File: config.mk
export PLATFORM = sky130hd
export DESIGN_NAME = ssp_byte_tx
export DESIGN_NICKNAME = d
export VERILOG_FILES = /design/src/rtl/ssp_tx_pkg.sv /design/src/rtl/ssp_tx_fifo.sv /design/src/rtl/ssp_byte_tx.sv
export SDC_FILE = /design/constraint.sdc
export NUM_CORES = 1
export LEC_CHECK = 0
export ABC_AREA = 1
export BUFFER_PORTS_ARGS = -buffer_cell sky130_fd_sc_hd__buf_4
export CAP_MARGIN = 5
export CORE_UTILIZATION = 55
export CTS_CLUSTER_SIZE = 10
export DETAILED_ROUTE_END_ITERATION = 16
export PLACE_DENSITY = 0.76
export SLEW_MARGIN = 30
export SYNTH_ARGS = -nofsm -noshare
export SYNTH_HDL_FRONTEND = slang
export SYNTH_HIERARCHICAL = 1
export SYNTH_SLANG_ARGS = --single-unit
File: constraint.sdc
create_clock -name ck_1356meg -period 5.6 [get_ports ck_1356meg]
set_clock_uncertainty 0.2 [all_clocks]
set_input_delay 0.56 -clock ck_1356meg [delete_from_list [all_inputs] [get_ports ck_1356meg]]
set_output_delay 0.56 -clock ck_1356meg [all_outputs]
set_load 0.1 [all_outputs]
File: src/rtl/ssp_tx_pkg.sv
// ssp_tx_pkg: shared constants and FSM encoding for the SSP byte transmitter.
// SSP_TX_PARITY_EN selects 9 bits per byte (8 data + odd parity).
package ssp_tx_pkg;

   typedef enum logic [1:0] {
      IDLE  = 2'd0,
      SHIFT = 2'd1,
      GAP   = 2'd2
   } ssp_state_e;

   localparam int CLK_HALF_DEF   = 4;
   localparam int FIFO_DEPTH_DEF = 4;

`ifdef SSP_TX_PARITY_EN
   localparam int BITS_PER_BYTE = 9;
`else
   localparam int BITS_PER_BYTE = 8;
`endif

endpackage

File: src/rtl/ssp_tx_fifo.sv
// ssp_tx_fifo: byte FIFO, power-of-two depth, wrapping pointers.
// Level is one bit wider than a pointer so full and empty are distinct.
module ssp_tx_fifo
   import ssp_tx_pkg::*;
#(
   parameter int DEPTH = FIFO_DEPTH_DEF
) (
   input  logic                     clk,
   input  logic                     rst,
   input  logic                     push,
   input  logic                     pop,
   input  logic [7:0]               wdata,
   output logic [7:0]               rdata,
   output logic [$clog2(DEPTH):0]   level,
   output logic                     full,
   output logic                     empty
);

   localparam int PW = $clog2(DEPTH);
   localparam logic [PW:0] LVL_FULL = (PW+1)'(DEPTH);

   logic [7:0]    mem [DEPTH];
   logic [PW-1:0] wp;
   logic [PW-1:0] rp;
   logic [PW:0]   cnt;
   logic          do_push;
   logic          do_pop;

   assign full    = (cnt == LVL_FULL);
   assign empty   = (cnt == '0);
   assign do_push = push && !full;
   assign do_pop  = pop && !empty;
   assign rdata   = mem[rp];
   assign level   = cnt;

   // pointer and occupancy bookkeeping
   always_ff @(posedge clk) begin
      if (rst) begin
         wp  <= '0;
         rp  <= '0;
         cnt <= '0;
      end else begin
         if (do_push) wp <= wp + 1'b1;
         if (do_pop)  rp <= rp + 1'b1;
         unique case ({do_push, do_pop})
            2'b10:   cnt <= cnt + 1'b1;
            2'b01:   cnt <= cnt - 1'b1;
            default: cnt <= cnt;
         endcase
      end
   end

   // storage write port
   always_ff @(posedge clk) begin
      if (do_push) mem[wp] <= wdata;
   end

endmodule

File: src/rtl/ssp_byte_tx.sv
// ssp_byte_tx: FIFO-fed serial byte transmitter, MSB first, gated ssp_clk.
// Define SSP_TX_PARITY_EN to append an odd-parity ninth bit per byte.
module ssp_byte_tx
   import ssp_tx_pkg::*;
#(
   parameter int CLK_HALF   = CLK_HALF_DEF,
   parameter int FIFO_DEPTH = FIFO_DEPTH_DEF
) (
   input  logic       ck_1356meg,
   input  logic       rst,
   input  logic       en,
   input  logic [7:0] din,
   input  logic       din_valid,
   output logic       din_ready,
   output logic       ssp_clk,
   output logic       ssp_frame,
   output logic       ssp_din,
   output logic       busy,
   output logic [4:0] fifo_level
);

   localparam int SW = BITS_PER_BYTE;
   localparam int CW = 9;
   localparam logic [CW-1:0] HALF    = CW'(CLK_HALF);
   localparam logic [CW-1:0] PER_END = CW'(2*CLK_HALF-1);
   localparam logic [3:0]    BIT_END = 4'(SW-1);

   ssp_state_e state_q;
   ssp_state_e state_d;
   logic [CW-1:0] cyc_q;
   logic [3:0]    bit_q;
   logic [SW-1:0] sr_q;
   logic [SW-1:0] load_word;
   logic [7:0]    fifo_data;
   logic [$clog2(FIFO_DEPTH):0] lvl;
   logic pop;
   logic full;
   logic empty;
   logic per_end;
   logic last_bit;

   ssp_tx_fifo #(.DEPTH(FIFO_DEPTH)) u_fifo (
      .clk   (ck_1356meg),
      .rst   (rst),
      .push  (din_valid),
      .pop   (pop),
      .wdata (din),
      .rdata (fifo_data),
      .level (lvl),
      .full  (full),
      .empty (empty)
   );

`ifdef SSP_TX_PARITY_EN
   assign load_word = {fifo_data, ~^fifo_data};
`else
   assign load_word = fifo_data;
`endif

   assign per_end    = (cyc_q == PER_END);
   assign last_bit   = (bit_q == BIT_END);
   assign din_ready  = !full;
   assign busy       = (state_q != IDLE) || !empty;
   assign fifo_level = 5'(lvl);

   // state register
   always_ff @(posedge ck_1356meg) begin
      if (rst) state_q <= IDLE;
      else     state_q <= state_d;
   end

   // next state and pop decision; a pop only ever starts a new byte
   always_comb begin
      state_d = state_q;
      pop     = 1'b0;
      unique case (state_q)
         IDLE: begin
            if (!empty && en) begin
               pop     = 1'b1;
               state_d = SHIFT;
            end
         end
         SHIFT: begin
            if (per_end && last_bit) state_d = GAP;
         end
         GAP: begin
            if (per_end) begin
               if (!empty && en) begin
                  pop     = 1'b1;
                  state_d = SHIFT;
               end else begin
                  state_d = IDLE;
               end
            end
         end
         default: state_d = IDLE;
      endcase
   end

   // half-period counter, bit counter and shift register
   always_ff @(posedge ck_1356meg) begin
      if (rst) begin
         cyc_q <= '0;
         bit_q <= '0;
         sr_q  <= '0;
      end else if (pop) begin
         cyc_q <= '0;
         bit_q <= '0;
         sr_q  <= load_word;
      end else if (state_q != IDLE) begin
         if (per_end) begin
            cyc_q <= '0;
            if (state_q == SHIFT) begin
               bit_q <= last_bit ? 4'd0 : bit_q + 4'd1;
               sr_q  <= {sr_q[SW-2:0], 1'b0};
            end
         end else begin
            cyc_q <= cyc_q + 1'b1;
         end
      end
   end

   // registered serial outputs, all forced low outside SHIFT
   always_ff @(posedge ck_1356meg) begin
      if (rst) begin
         ssp_clk   <= 1'b0;
         ssp_frame <= 1'b0;
         ssp_din   <= 1'b0;
      end else begin
         ssp_clk   <= (state_q == SHIFT) && (cyc_q < HALF);
         ssp_frame <= (state_q == SHIFT) && (bit_q == 4'd0);
         ssp_din   <= (state_q == SHIFT) && sr_q[SW-1];
      end
   end

endmodule

# [Word level (Yosys, flattened, before mapping)]
# Memory sizes are Yosys's and may differ from the RTL's. A register that Yosys moved wholly into a read port is not among the register bits.
# Cells that the tools add are included.
[totals] n_memories=1 word_cells=69 ram_bits=32 output_inout_bits=10 rom_bits=0 latchBits=0 reg_bits=33
[op_classes] bitwise_logic=0 muxes=19 addsub=6 n_reduce_logical=22 n_eq_ne=10 shift=0 n_mul=0 div=0 magnitude_cmp=1
[memory_table] name="u_fifo.mem" depth=4 word_bits=8 rd=1 rd_clocked_by_memory_dff=1 wr=1 line_no="ssp_tx_fifo.sv:22" source="logic [7:0] mem [DEPTH];"
[op_table] op="$mux 8" n=4
[op_table] op="$mux 2" n=5
[op_table] op="$reduce_bool 2->1" n=5
[op_table] op="$add 9x1->9 const B" n=1
[op_table] op="$eq 9x3->1 const B" n=1
[op_table] op="$lt 9x3->1 const B" n=1
[op_table] op="$mux 9" n=1
[op_table] op="$reduce_and 3->1" n=3
[op_table] op="$logic_and 1x1->1" n=7
[op_table] op="$ne 2x2->1 const B" n=3
[op_table] op="$pmux 2 s3" n=1
[op_table] op="$pmux 3 s2" n=1
[op_table] op="$mux 1" n=5
[op_table] op="$add 2x1->2 const B" n=2
[op_table] op="$add 4x1->4 const B" n=1
[op_table] op="$eq 2x1->1 const B" n=2
[op_table] op="$eq 2x2->1 const B" n=2
[op_table] op="$eq 4x3->1 const B" n=1
[op_table] op="$logic_not 4->1" n=1
[op_table] op="$mux 4" n=1
[op_table] op="$add 3x1->3 const B" n=1
[op_table] op="$eq 3x3->1 const B" n=1
[op_table] op="$logic_not 3->1" n=1
[op_table] op="$sub 3x1->3 const B" n=1
[op_table] op="5 further kinds" n=6

# [Depth between registers and ports, before layout]
# Gate-level depths: netlist of run 1.
[depth] ltp_word=9 depth_mapped=19

# [Hierarchy]
# The synthesis of run 1 kept the hierarchy.
[by_module_without_submodules] module="ssp_tx_fifo" n_inst=1 area_each_um2=1691.6 cells_per_inst=146
[by_module_without_submodules] module="ssp_byte_tx" n_inst=1 area_each_um2=1423.9 cells_per_inst=198

# [Least setup slack after synthesis of run 1]
# Ideal clock, no wire load.
[synth_timing] kind="flip-flop to flip-flop" startpoint="register u_fifo.cnt[2], in the netlist u_fifo/level[2]" endpoint="register u_fifo.cnt[2], in the netlist u_fifo/level[2]" n_path_buf=0 slack_ns=2.501 required_time_ns=5.286 arrival_ns=2.785 stages_incl_launch_ff=20 path_cell_list="dfxtp_1 > inv_1 > nand2_2 > inv_1 > inv_1 > nand3_1 > inv_4 > nand2_8 > inv_1 > nand2_1 > inv_1 > ha_1 > inv_1 > fa_1 > inv_1 > nand2_1 > nand3_1 > nand2_1 > nand2_1 > nor2_1"
[synth_between] elab_chain_len=9
[synth_rtl] element="start: declaration" line_no="ssp_tx_fifo.sv:25" source="logic [PW:0] cnt;"
[synth_rtl] element="start signal: assignment" line_no="ssp_tx_fifo.sv:46" source="2'b10: cnt <= cnt + 1'b1;"
[synth_rtl] element="start signal: assignment" line_no="ssp_tx_fifo.sv:47" source="2'b01: cnt <= cnt - 1'b1;"
[synth_rtl] element="start signal: assignment" line_no="ssp_tx_fifo.sv:48" source="default: cnt <= cnt;"
[synth_rtl] element="$logic_not 3->1 (*)" line_no="ssp_tx_fifo.sv:30" source="assign empty = (cnt == '0);"
[synth_rtl] element="net empty" line_no="ssp_byte_tx.sv:38" source="logic empty;"
[synth_rtl] element="$logic_not 1->1 (*)" line_no="ssp_byte_tx.sv:78, ssp_byte_tx.sv:88"
[synth_rtl] element="$logic_and 1x1->1 (*)" line_no="ssp_byte_tx.sv:78, ssp_byte_tx.sv:88"
[synth_rtl] element="$mux 1 (*)" line_no="ssp_byte_tx.sv:78, ssp_byte_tx.sv:88"
[synth_rtl] element="$mux 1" line_no="ssp_byte_tx.sv:87" source="if (per_end) begin"
[synth_rtl] element="$pmux 1 s2 (*)" line_no="ssp_byte_tx.sv:76" source="unique case (state_q)"
[synth_rtl] element="net pop" line_no="ssp_byte_tx.sv:36" source="logic pop;"
[synth_rtl] element="$logic_and 1x1->1 (*)" line_no="ssp_tx_fifo.sv:32" source="assign do_pop = pop && !empty;"
[synth_rtl] element="net u_fifo.do_pop" line_no="ssp_tx_fifo.sv:27" source="logic do_pop;"
[synth_rtl] element="$eq 2x1->1 or $eq 2x2->1 (tied branches)" line_no="ssp_tx_fifo.sv:45" source="unique case ({do_push, do_pop})"
[synth_rtl] element="$pmux 3 s2 or $reduce_bool 2->1 (tied branches)"
# The timed path passes the listed nets; every way through them passes the cells marked *.
# A chain may end at the register's enable or synchronous reset.

# [Worst setup path after layout of run 1]
[layout_timing] startpoint="register cyc_q[0]" endpoint="register u_fifo.cnt[2], in the netlist u_fifo/level[2]"
[layout_between] elab_chain_len=6
[layout_rtl] element="start: declaration" line_no="ssp_byte_tx.sv:30" source="logic [CW-1:0] cyc_q;"
[layout_rtl] element="start signal: assignment" line_no="ssp_byte_tx.sv:118" source="cyc_q <= cyc_q + 1'b1;"
[layout_rtl] element="$eq 9x3->1 (*)" line_no="ssp_byte_tx.sv:60" source="assign per_end = (cyc_q == PER_END);"
[layout_rtl] element="$mux 1 (*)" line_no="ssp_byte_tx.sv:87"
[layout_rtl] element="$pmux 1 s2 (*)" line_no="ssp_byte_tx.sv:76"
[layout_rtl] element="net pop" line_no="ssp_byte_tx.sv:36"
[layout_rtl] element="$logic_and 1x1->1 (*)" line_no="ssp_tx_fifo.sv:32"
[layout_rtl] element="net u_fifo.do_pop" line_no="ssp_tx_fifo.sv:27"
[layout_rtl] element="$eq 2x1->1 or $eq 2x2->1 (tied branches)" line_no="ssp_tx_fifo.sv:45"
[layout_rtl] element="$pmux 3 s2 or $reduce_bool 2->1 (tied branches)"
# Marks and branches as above.

==> results of run 1 <==
==> power breakdown <==
part / switching, mW / internal [mW]
Clock: 0.204 / 0.167
Sequential: 0.0338 / 0.563
Combinational: 0.282 / 0.0975
==> cells in the final DEF, fill, tap and decap left out, types with 15 or more instances in the layout <==
| cell | netlist | layout |
|---|---|---|
| a21oi_1 | 17 | 17 |
| buf_4 | 2 | 19 |
| dfxtp_1 | 35 | 35 |
| edfxtp_1 | 32 | 32 |
| inv_1 | 45 | 45 |
| nand2_1 | 52 | 52 |
| nand3_1 | 35 | 35 |
| nor2_1 | 44 | 44 |
| o21ai_0 | 15 | 15 |
==> cells by family after synthesis <==
| group | Yosys count |
|---|---|
| buf+inv | 58 |
| simple gates | 156 |
| xor+xnor | 7 |
| flops | 67 |
| other cells | 1 |
| compound gates | 46 |
| fa+ha+maj | 9 |
==> routing by layer <==
metal,up-vias,routed length [um]
li1,1165,-
met1,1071,2610
met2,42,2670
met3,9,235
met4,0,86
met5,-,0
==> Yosys cell counts (2+ instances only) <==
| master | n | area share, % |
|---|---|---|
| nand2_1 | 52 | 6.3 |
| inv_1 | 45 | 5.4 |
| nor2_1 | 44 | 5.3 |
| dfxtp_1 | 35 | 22 |
| nand3_1 | 35 | 5.6 |
| edfxtp_1 | 32 | 31 |
| a21oi_1 | 17 | 2.7 |
| o21ai_0 | 15 | 2.4 |
| o22ai_1 | 9 | 1.8 |
| ha_1 | 8 | 3.2 |
| nand2_2 | 7 | 1.4 |
| xor2_1 | 7 | 2.0 |
| inv_2 | 5 | 0.60 |
| nand2_4 | 3 | 1.1 |
| nor2_4 | 3 | 1.1 |
| nor3_1 | 3 | 0.48 |
| o21ai_2 | 3 | 0.84 |
| buf_4 | 2 | 0.48 |
| buf_6 | 2 | 0.72 |
| nand2_8 | 2 | 1.3 |
==> registers in the layout (all words and copies together), names as in the netlist, named ones only <==
register	flops
sr_q	8
bit_q	4
ssp_frame	1
ssp_clk	1
cyc_q	9
u_fifo/wp	2
u_fifo/level	3
ssp_din	1
u_fifo/rp	2
state_q	2
u_fifo/mem	32
==> final cells by class <==
cell class / count / area, um^2 / area share [%]
Inverter: 51 / 194 / 5.59
Clock buffer: 9 / 124 / 3.57
Multi-Input combinational cell: 220 / 1200 / 34.6
Timing Repair Buffer: 19 / 143 / 4.11
Clock inverter: 7 / 57.6 / 1.66
Sequential cell: 67 / 1660 / 47.9
Tap cell: 72 / 90.1 / 2.59
==> worst min path at each step <==
stage          cells after the start          endpoint
2_1_floorplan                      2           ssp_din
3_3_place_gp                       2           ssp_din
3_5_place_dp                       2           ssp_din
4_1_cts                            1  u_fifo/mem[2][0]
5_1_grt                            1  u_fifo/mem[0][0]
6_report                           1  u_fifo/mem[2][0]
==> metrics by stage <==
step	instances	worst slack [ns]	total power [mW]	hold slack [ns]	area [um^2]
finish	445	3.00	1.35	0.206	3470
global route	445	2.73	1.42	0.193	3470
CTS	445	2.99	1.36	0.192	3470
detailed placement	429	3.02	0.988	0.236	3290
global placement	429	3.10	0.982	0.218	3290
floorplan	345	2.50	0.918	0.209	3120
==> worst reg2reg max path: cells and delay by family, from the launching register on <==
family,cells,cell delay [ns]
DFF,1,0.36
buffers and inverters,4,0.33
and+or+nand+nor,11,0.86
adders and majority gates,3,0.74
==> results.yml, run 1 <==
power_and_ir_drop:
  power.density_nw_per_um2: 388
  p_leak_nw: 1.41
  irDropWorstVdd_mv: 0.253
layout:
  drive_above_1_share_pct: 17.2
  nets: 389
  fillers: 492
  area_growth_pct: 11.4
  fin_util_pct: 63.4
  diodes: 0
critical_path:
  crit_chain: "ha_1, nand2_2, nor2_4, nand2_4, nand2_8, nand2_8, inv_1, nand2_1, inv_1, ha_1, inv_1, fa_1, inv_1, nand2_1, nand3_1, nand2_1, nand2_1, nor2_1"
  cp_num_buf_inv: 4
  path_max_fanout: 18
  worstReg2RegStart: "cyc_q[0]"
  r2r_slack_ns: 3.00
  crit_family: "simple AND/OR/NAND/NOR gates"
  arrival_ns: 2.64
  cp-end-kind: "flop"
  crit_path_start_kind: "flop"
  crit_path_end: "u_fifo/level[2]"
  cp_slowest_cell: "fa_1"
  worst-path-stages: 18
  max_stage_delay_ns: 0.38
  worstSetupPathType: "reg -> reg"
  reg2regPathDepth: 18
  worstPathRequired_ns: 5.64
  rr_endpoint: "u_fifo/level[2]"
  crit_path_start: "cyc_q[0]"
clock_tree:
  clkLatencyLatePin_ns: 0.35
  cts.path.max_buffers: 2
  cts_num_sinks: 67
  cts_hold_buf: 0
  cts.htree.levels: 3
  path_clk_slew_ns: 0.08
  cts_setup_buffers: 0
  numCtsBuffers: 9
  tritoncts: "yes"
  clock_tree.root_cell: "clkbuf_8"
  cts_resized: 0
timing:
  max_freq_mhz: 384
  setup_tns_ns: 0
  tightest_slew_ns: 0.828
  slew_headroom_pct: 44.6
  fin_crit_sh_pct: 46.5
  setup_viol: 0
  fin_crit_ns: 2.60
  grt_setup_unrepaired: "false"
  finalHoldViolCount: 0
  finalMaxSlewViolations: 0
route:
  viasPerCell: 5.14
  finalWirelength_um: 5600
  drc_errors: 0
  wl_per_cell_um: 12.6
  drt_iter0_markers: 168
  first_pass_iters: 4
  ant_nets: 0
  vias: 2287
logic_synthesis:
  syn_avg_cell_area_um2: 9.06
  synth_fa_ha_area_share_pct: 3.86
  synth_xor_area_share_pct: 1.97
  synthMuxAreaShare_pct: 0
  synth_compound_area_share_pct: 8.23
  synth_edf_count: 32
  yosys.area_share.simple_pct: 24.3
  ys_seq_area_share_pct: 53.3
  yosys_register_bits: 67
  synth-async-reset-ratio_pct: 0
  syn_area_um2: 3120
  synth_cell_types: 35
  synth_top_flop_cell: "dfxtp_1"
  syn_inst: 344
  ys_warn_count: 6
  synth_top_family_by_area: "simple AND/OR/NAND/NOR gates"
placed_design:
  port_buffers: 19
  dp.final_hpwl_um: 4000
  gp_congestion: 0.837
global_routing:
  grt_start_max_net_pins: 19
  met3_usage_pct: 5.71
  grt_pass1_vias: 2272
  grtUsageMet2_pct: 35.8
  top_usage_layer: "met2"
  grt_util_all_layers_pct: 21.8
  met1_usage_pct: 26.0
  grt_pass1_wl_um: 9940
  overflow: 0
  antenna_found_initial: 0
status:
  status: "finished, final reports clean"
floorplanning:
  io_pins: 22
  fp-row-count: 27
  core_um2: 5470
  die_area_um2: 5970
  die_w_um: 77.3
  start_util_pct: 56.9
  die_h_um: 77.3
min_path:
  hold_path_class: "in -> reg"
  hold_start: "din[0]"
run:
  cap_violations: 0
No activity file was read; power rests on OpenSTA's default activity.
==> run 2: changes to the inputs <==
--- a/config.mk
+++ b/config.mk
@@ -8,10 +8,10 @@
 export ABC_AREA = 1
 export BUFFER_PORTS_ARGS = -buffer_cell sky130_fd_sc_hd__buf_4
 export CAP_MARGIN = 5
-export CORE_UTILIZATION = 55
+export CORE_UTILIZATION = 54
 export CTS_CLUSTER_SIZE = 10
 export DETAILED_ROUTE_END_ITERATION = 16
-export PLACE_DENSITY = 0.76
+export PLACE_DENSITY = 0.77
 export SLEW_MARGIN = 30
 export SYNTH_ARGS = -nofsm -noshare
 export SYNTH_HDL_FRONTEND = slang
==> constraint.sdc (replaced) <==
create_clock -name ck_1356meg -period 2.15 [get_ports ck_1356meg]
set_clock_uncertainty 0.2 [all_clocks]
set_input_delay 0.215 -clock ck_1356meg [delete_from_list [all_inputs] [get_ports ck_1356meg]]
set_output_delay 0.215 -clock ck_1356meg [all_outputs]
set_load 0.1 [all_outputs]
==> run 2 against run 1 <==
Against the previous run:
- the run now ends with setup timing left
- clock power rose to 2.8 times the previous value
- total power rose to 2.8 times the previous value
- via count rose by 7.4%
- worst hold slack got worse by 0.11 ns
- sequential power rose to 2.6 times the previous value
- combinational power rose to 3.2 times the previous value
- setup slack got worse by 3.1 ns
- critical path depth did not move
- fmax rose by 15%
- non-clock buffer count rose by 48
- first-iteration DRC count fell by 42%
- largest power group unchanged
==> results.yml, run 2 (synthesis gave the netlist of run 1 again) <==
global_routing:
  grt_util_all_layers_pct: 22.7
  grt_pass1_wl_um: 10400
  antenna_found_initial: 0
  grt_start_max_net_pins: 18
  grt_pass1_vias: 2458
  overflow: 0
layout:
  final_cell_area_um2: 3970
  area_growth_pct: 27.3
  diodes: 0
  reg_top3: "u_fifo/mem (32), cyc_q (9), sr_q (8)"
  nets: 437
  final_cell_mix: "buf_4, nand2_1, nor2_1, inv_1, nand3_1"
  largest_reg_flops: 32
  drive_above_1_share_pct: 28.5
  layout_commonest_cell: "buf_4"
  top_register: "u_fifo/mem"
placed_design:
  postPlaceCellArea_um2: 3500
  dp.final_hpwl_um: 3960
  port_buffers: 19
  gp_congestion: 0.816
  pre_cts_slack_ns: -0.143
critical_path:
  crit_path_start: "cyc_q[0]"
  worstPathRequired_ns: 2.19
  cp-end-kind: "flop"
  worstSetupPathType: "reg -> reg"
  path_max_fanout: 2
  crit_path_start_kind: "flop"
  worstReg2RegStart: "cyc_q[0]"
  arrival_ns: 2.31
timing:
  max_freq_mhz: 440
  setup_viol: 1
  finalHoldViolCount: 0
  setup_slack_ns: -0.121
  slew_headroom_pct: 61.7
  fin_crit_ns: 2.27
  finalMaxSlewViolations: 0
  tightest_slew_ns: 0.572
  grt_setup_unrepaired: "true"
  fin_crit_sh_pct: 106
floorplanning:
  io_pins: 22
  die_w_um: 78.0
  core_um2: 5540
  fp-row-count: 27
  die_area_um2: 6080
  start_util_pct: 56.2
  die_h_um: 78.0
route:
  ant_nets: 0
  wl_per_cell_um: 12.7
  vias: 2456
  first_pass_iters: 4
  drc_errors: 0
  viasPerCell: 4.98
  finalWirelength_um: 6270
  drt_iter0_markers: 97
clock_tree:
  cts.path.max_buffers: 2
  cts.htree.levels: 3
  tritoncts: "yes"
  path_clk_slew_ns: 0.07
  numCtsBuffers: 9
  cts_num_sinks: 67
  clock_tree.root_cell: "clkbuf_8"
  clkLatencyLatePin_ns: 0.34
status:
  status: "finished with violations"
  violations: "setup timing"
power_and_ir_drop:
  irDropWorstVdd_mv: 0.600
  p_leak_nw: 1.66
  power.density_nw_per_um2: 962
min_path:
  hold_path_class: "in -> reg"
  hold_start: "rst"
run:
  cap_violations: 0
run 2: changes by cell type in the layout (fill, tap and decap cells not counted), sizes merged:
cell,before,now
buf,19,55
bufinv,0,1
clkbuf,9,11
dlygate4sd3,0,12
inv,55,52
run 2: path summary, 6_finish.rpt:
| check | endpoint | slack (ns) | cells past startpoint |
|---|---|---|---|
| max | u_fifo/level[2] | -0.12 | 18 |
| min | cyc_q[4] | 0.10 | 4 |
| max reg2reg | u_fifo/level[2] | -0.12 | 18 |
| min reg2reg | ssp_din | 0.23 | 2 |
run 2: area by class of cell:
type | instances | area, um^2
clock buffer | 11 | 131
clock inverter | 5 | 62.6
fill | 403 | 1570
inverter | 51 | 201
multi-input combinational | 220 | 1270
sequential | 67 | 1680
tap | 72 | 90.1
timing repair buffer | 67 | 533
run 2: metrics by stage:
step / hold slack (ns) / utilization (%) / setup TNS, ns / std cells / total power [mW]
after floorplan: 0.0841 / - / -0.351 / 345 / 2.44
after detailed placement: 0.218 / 63.1 / -0.191 / 451 / 2.70
after global routing: 0.112 / 71.6 / -0.252 / 493 / 4.01
after global placement: 0.216 / 63.1 / -0.0825 / 451 / 2.67
final: 0.100 / 71.6 / -0.121 / 493 / 3.82
after CTS: 0.0917 / 70.8 / -0.0122 / 490 / 3.81
run 2: layer usage:
metal,vias to the layer above,part of all wire [%],track usage (%)
met5,-,0,0
met4,0,1.5,10.7
met3,10,4.1,6.35
met2,53,53,41.6
met1,1130,42,23.8
li1,1263,-,-
run 2: worst max-delay path, cell delays in order, from the launching register on:
cell	delay (ns)
dfxtp_2	0.35
ha_4	0.15
nand2_4	0.05
nor2_4	0.14
nand2_4	0.09
nand2_8	0.08
nand2_8	0.05
inv_4	0.06
nand2_4	0.05
inv_4	0.06
ha_4	0.14
inv_4	0.04
fa_2	0.37
inv_2	0.07
nand2_2	0.04
nand3_2	0.07
nand2_1	0.05
nand2_1	0.05
nor2_1	0.04
run 2: repair_timing:
item                       in CTS  in global routing
setup endpoints to repair       2                  4
resized for setup               7                  8
hold endpoints to repair       45                  0
pin swaps                      10                 12
buffers inserted               11                  4
hold buffers                   12                  0
run 2: power by group:
part,internal (mW),total (mW),switching [mW]
clock,0.542,1.03,0.484
combinational,0.412,1.23,0.814
sequential,1.48,1.57,0.0885
==> run 3: changes to the inputs <==
--- a/config.mk
+++ b/config.mk
@@ -8,10 +8,13 @@
 export ABC_AREA = 1
 export BUFFER_PORTS_ARGS = -buffer_cell sky130_fd_sc_hd__buf_4
 export CAP_MARGIN = 5
+export CORE_ASPECT_RATIO = 1.2
 export CORE_UTILIZATION = 54
 export CTS_CLUSTER_SIZE = 10
 export DETAILED_ROUTE_END_ITERATION = 16
+export GPL_TIMING_DRIVEN = 0
 export PLACE_DENSITY = 0.77
+export RECOVER_POWER = 25
 export SLEW_MARGIN = 30
 export SYNTH_ARGS = -nofsm -noshare
 export SYNTH_HDL_FRONTEND = slang
==> run 3 against run 2 <==
Against the previous run:
- largest power group unchanged
- highest routed layer unchanged
- die area barely moved
- the flow still finishes with violations (setup timing)
- sequential power barely moved
- global-route usage rose by 0.73 points
- final cell count fell by 4.1%
==> results.yml, run 3 (synthesis gave the netlist of run 1 again) <==
floorplanning:
  core_um2: 5410
  die_h_um: 85.2
  start_util_pct: 57.6
  fp-row-count: 29
  die_w_um: 71.3
  io_pins: 22
  die_area_um2: 6080
route:
  wl_per_cell_um: 13.5
  viasPerCell: 5.27
  finalWirelength_um: 6400
  ant_nets: 0
  vias: 2494
  drc_errors: 0
  drt_iter0_markers: 109
  first_pass_iters: 4
timing:
  setup_tns_ns: -0.0825
  slew_headroom_pct: 43.2
  setup_slack_ns: -0.0825
  finalHoldViolCount: 0
  max_freq_mhz: 448
  tightest_slew_ns: 0.848
  fin_crit_ns: 2.23
  hold_ws_ns: 0.0996
  setup_viol: 1
  fin_crit_sh_pct: 104
  finalMaxSlewViolations: 0
  grt_setup_unrepaired: "true"
layout:
  final_cell_area_um2: 3890
  final_cell_mix: "nand2_1, nor2_1, inv_1, nand3_1, buf_4"
  top_register: "u_fifo/mem"
  area_growth_pct: 24.9
  drive_above_1_share_pct: 25.8
  largest_reg_flops: 32
  layoutNonFillerInstCount: 473
  fin_util_pct: 72.0
  fillers: 402
  layout_commonest_cell: "nand2_1"
  diodes: 0
  nets: 427
  reg_top3: "u_fifo/mem (32), cyc_q (9), sr_q (8)"
critical_path:
  worstPathRequired_ns: 2.19
  arrival_ns: 2.27
  path_max_fanout: 2
  crit_path_start_kind: "flop"
  crit_family: "simple AND/OR/NAND/NOR gates"
  worstSetupPathType: "reg -> reg"
  cp-end-kind: "flop"
  cp_num_buf_inv: 4
  cp_slowest_cell: "dfxtp_2"
  crit_top_cell: "nand2_4"
  crit_chain: "ha_4, nand2_4, nor2_4, nand2_4, nand2_8, nand2_8, inv_6, nand2_4, inv_4, ha_4, inv_4, fa_2, inv_1, nand2_1, nand3_2, nand2_2, nand2_1, nor2_1"
  max_stage_delay_ns: 0.36
clock_tree:
  cts_num_sinks: 67
  clkLatencyLatePin_ns: 0.34
  cts.path.max_buffers: 2
  cts.htree.levels: 3
  numCtsBuffers: 9
  clock_tree.root_cell: "clkbuf_8"
  path_clk_slew_ns: 0.08
  tritoncts: "yes"
global_routing:
  overflow: 0
  grt_pass1_vias: 2449
  grt_start_max_net_pins: 13
  grt_util_all_layers_pct: 23.4
  grt_pass1_wl_um: 10900
  antenna_found_initial: 0
power_and_ir_drop:
  p_comb_share_pct: 31.5
  intPower_mw: 2.54
  p_leak_nw: 1.60
  power.density_nw_per_um2: 1010
  clkPwrFrac_pct: 28.9
  swShare_pct: 35.8
  power.switching_mw: 1.41
  pwr-share-seq_pct: 39.6
  power_mw: 3.95
  irDropWorstVdd_mv: 1.03
run:
  cap_violations: 0
placed_design:
  pre_cts_slack_ns: -0.317
  dp.final_hpwl_um: 4060
  postPlaceCellArea_um2: 3380
  port_buffers: 19
  gp_congestion: 0.771
  dp_cells: 426
status:
  violations: "setup timing"
  status: "finished with violations"
min_path:
  hold_path_class: "in -> reg"
==> run 3: changes by cell type in the layout (fill, tap and decap cells not counted), moves of 2 or more <==
cell / previous run / this run
buf_6: 0 / 2
dfxtp_2: 2 / 6
dfxtp_1: 30 / 26
clkbuf_1: 2 / 8
buf_4: 55 / 33
==> run 3: what timing repair did <==
action	4_1_cts	5_1_grt
buffers inserted	11	8
resized for setup	12	7
pin swaps	8	2
endpoints found under the setup margin	2	2
hold buffers	12	0
hold endpoints to repair	36	0
==> run 3: layout make-up <==
cell class,count,area (um^2),area share (%)
Timing Repair Buffer,50,379,9.75
Multi-Input combinational cell,220,1270,32.7
Clock buffer,9,124,3.18
Clock inverter,7,92.6,2.38
Sequential cell,67,1680,43.2
Inverter,51,204,5.24
Tap cell,62,77.6,1.99
Buffer,7,61.3,1.58
==> run 3: worst paths after layout <==
kind	cells past startpoint	slack [ns]	from	to
setup / recovery	18	-0.08	cyc_q[1]	u_fifo/level[2]
hold / removal	4	0.1	rst	cyc_q[7]
setup reg to reg	18	-0.08	cyc_q[1]	u_fifo/level[2]
hold reg to reg	2	0.23	sr_q[7]	ssp_din
==> run 3: worst reg2reg max path, stage by stage, from the launching register on <==
cell and delay [ns]:
dfxtp_2 0.36, ha_4 0.15, nand2_4 0.06, nor2_4 0.12, nand2_4 0.08, nand2_8 0.08, nand2_8 0.06, inv_6 0.05
nand2_4 0.05, inv_4 0.06, ha_4 0.14, inv_4 0.04, fa_2 0.34, inv_1 0.06, nand2_1 0.06, nand3_2 0.08
nand2_2 0.05, nand2_1 0.05, nor2_1 0.04
==> run 3: power by group through the flow <==
stage          Combinational, mW  Clock (mW)  Sequential (mW)
2_1_floorplan              0.695           0             1.74
5_1_grt                     1.34        1.21             1.58
4_1_cts                     1.19        1.15             1.56
3_3_place_gp                1.06           0             1.58
3_5_place_dp                1.08           0             1.59
6_report                    1.24        1.14             1.56
==> run 3: layer usage <==
| layer | vias to the layer above | GRT usage (%) | part of all wire (%) |
|---|---|---|---|
| li1 | 1246 | - | - |
| met1 | 1164 | 26.6 | 40 |
| met2 | 71 | 41.0 | 53 |
| met3 | 13 | 4.75 | 4.5 |
| met4 | 0 | 12.9 | 2.3 |
| met5 | - | 0 | 0 |
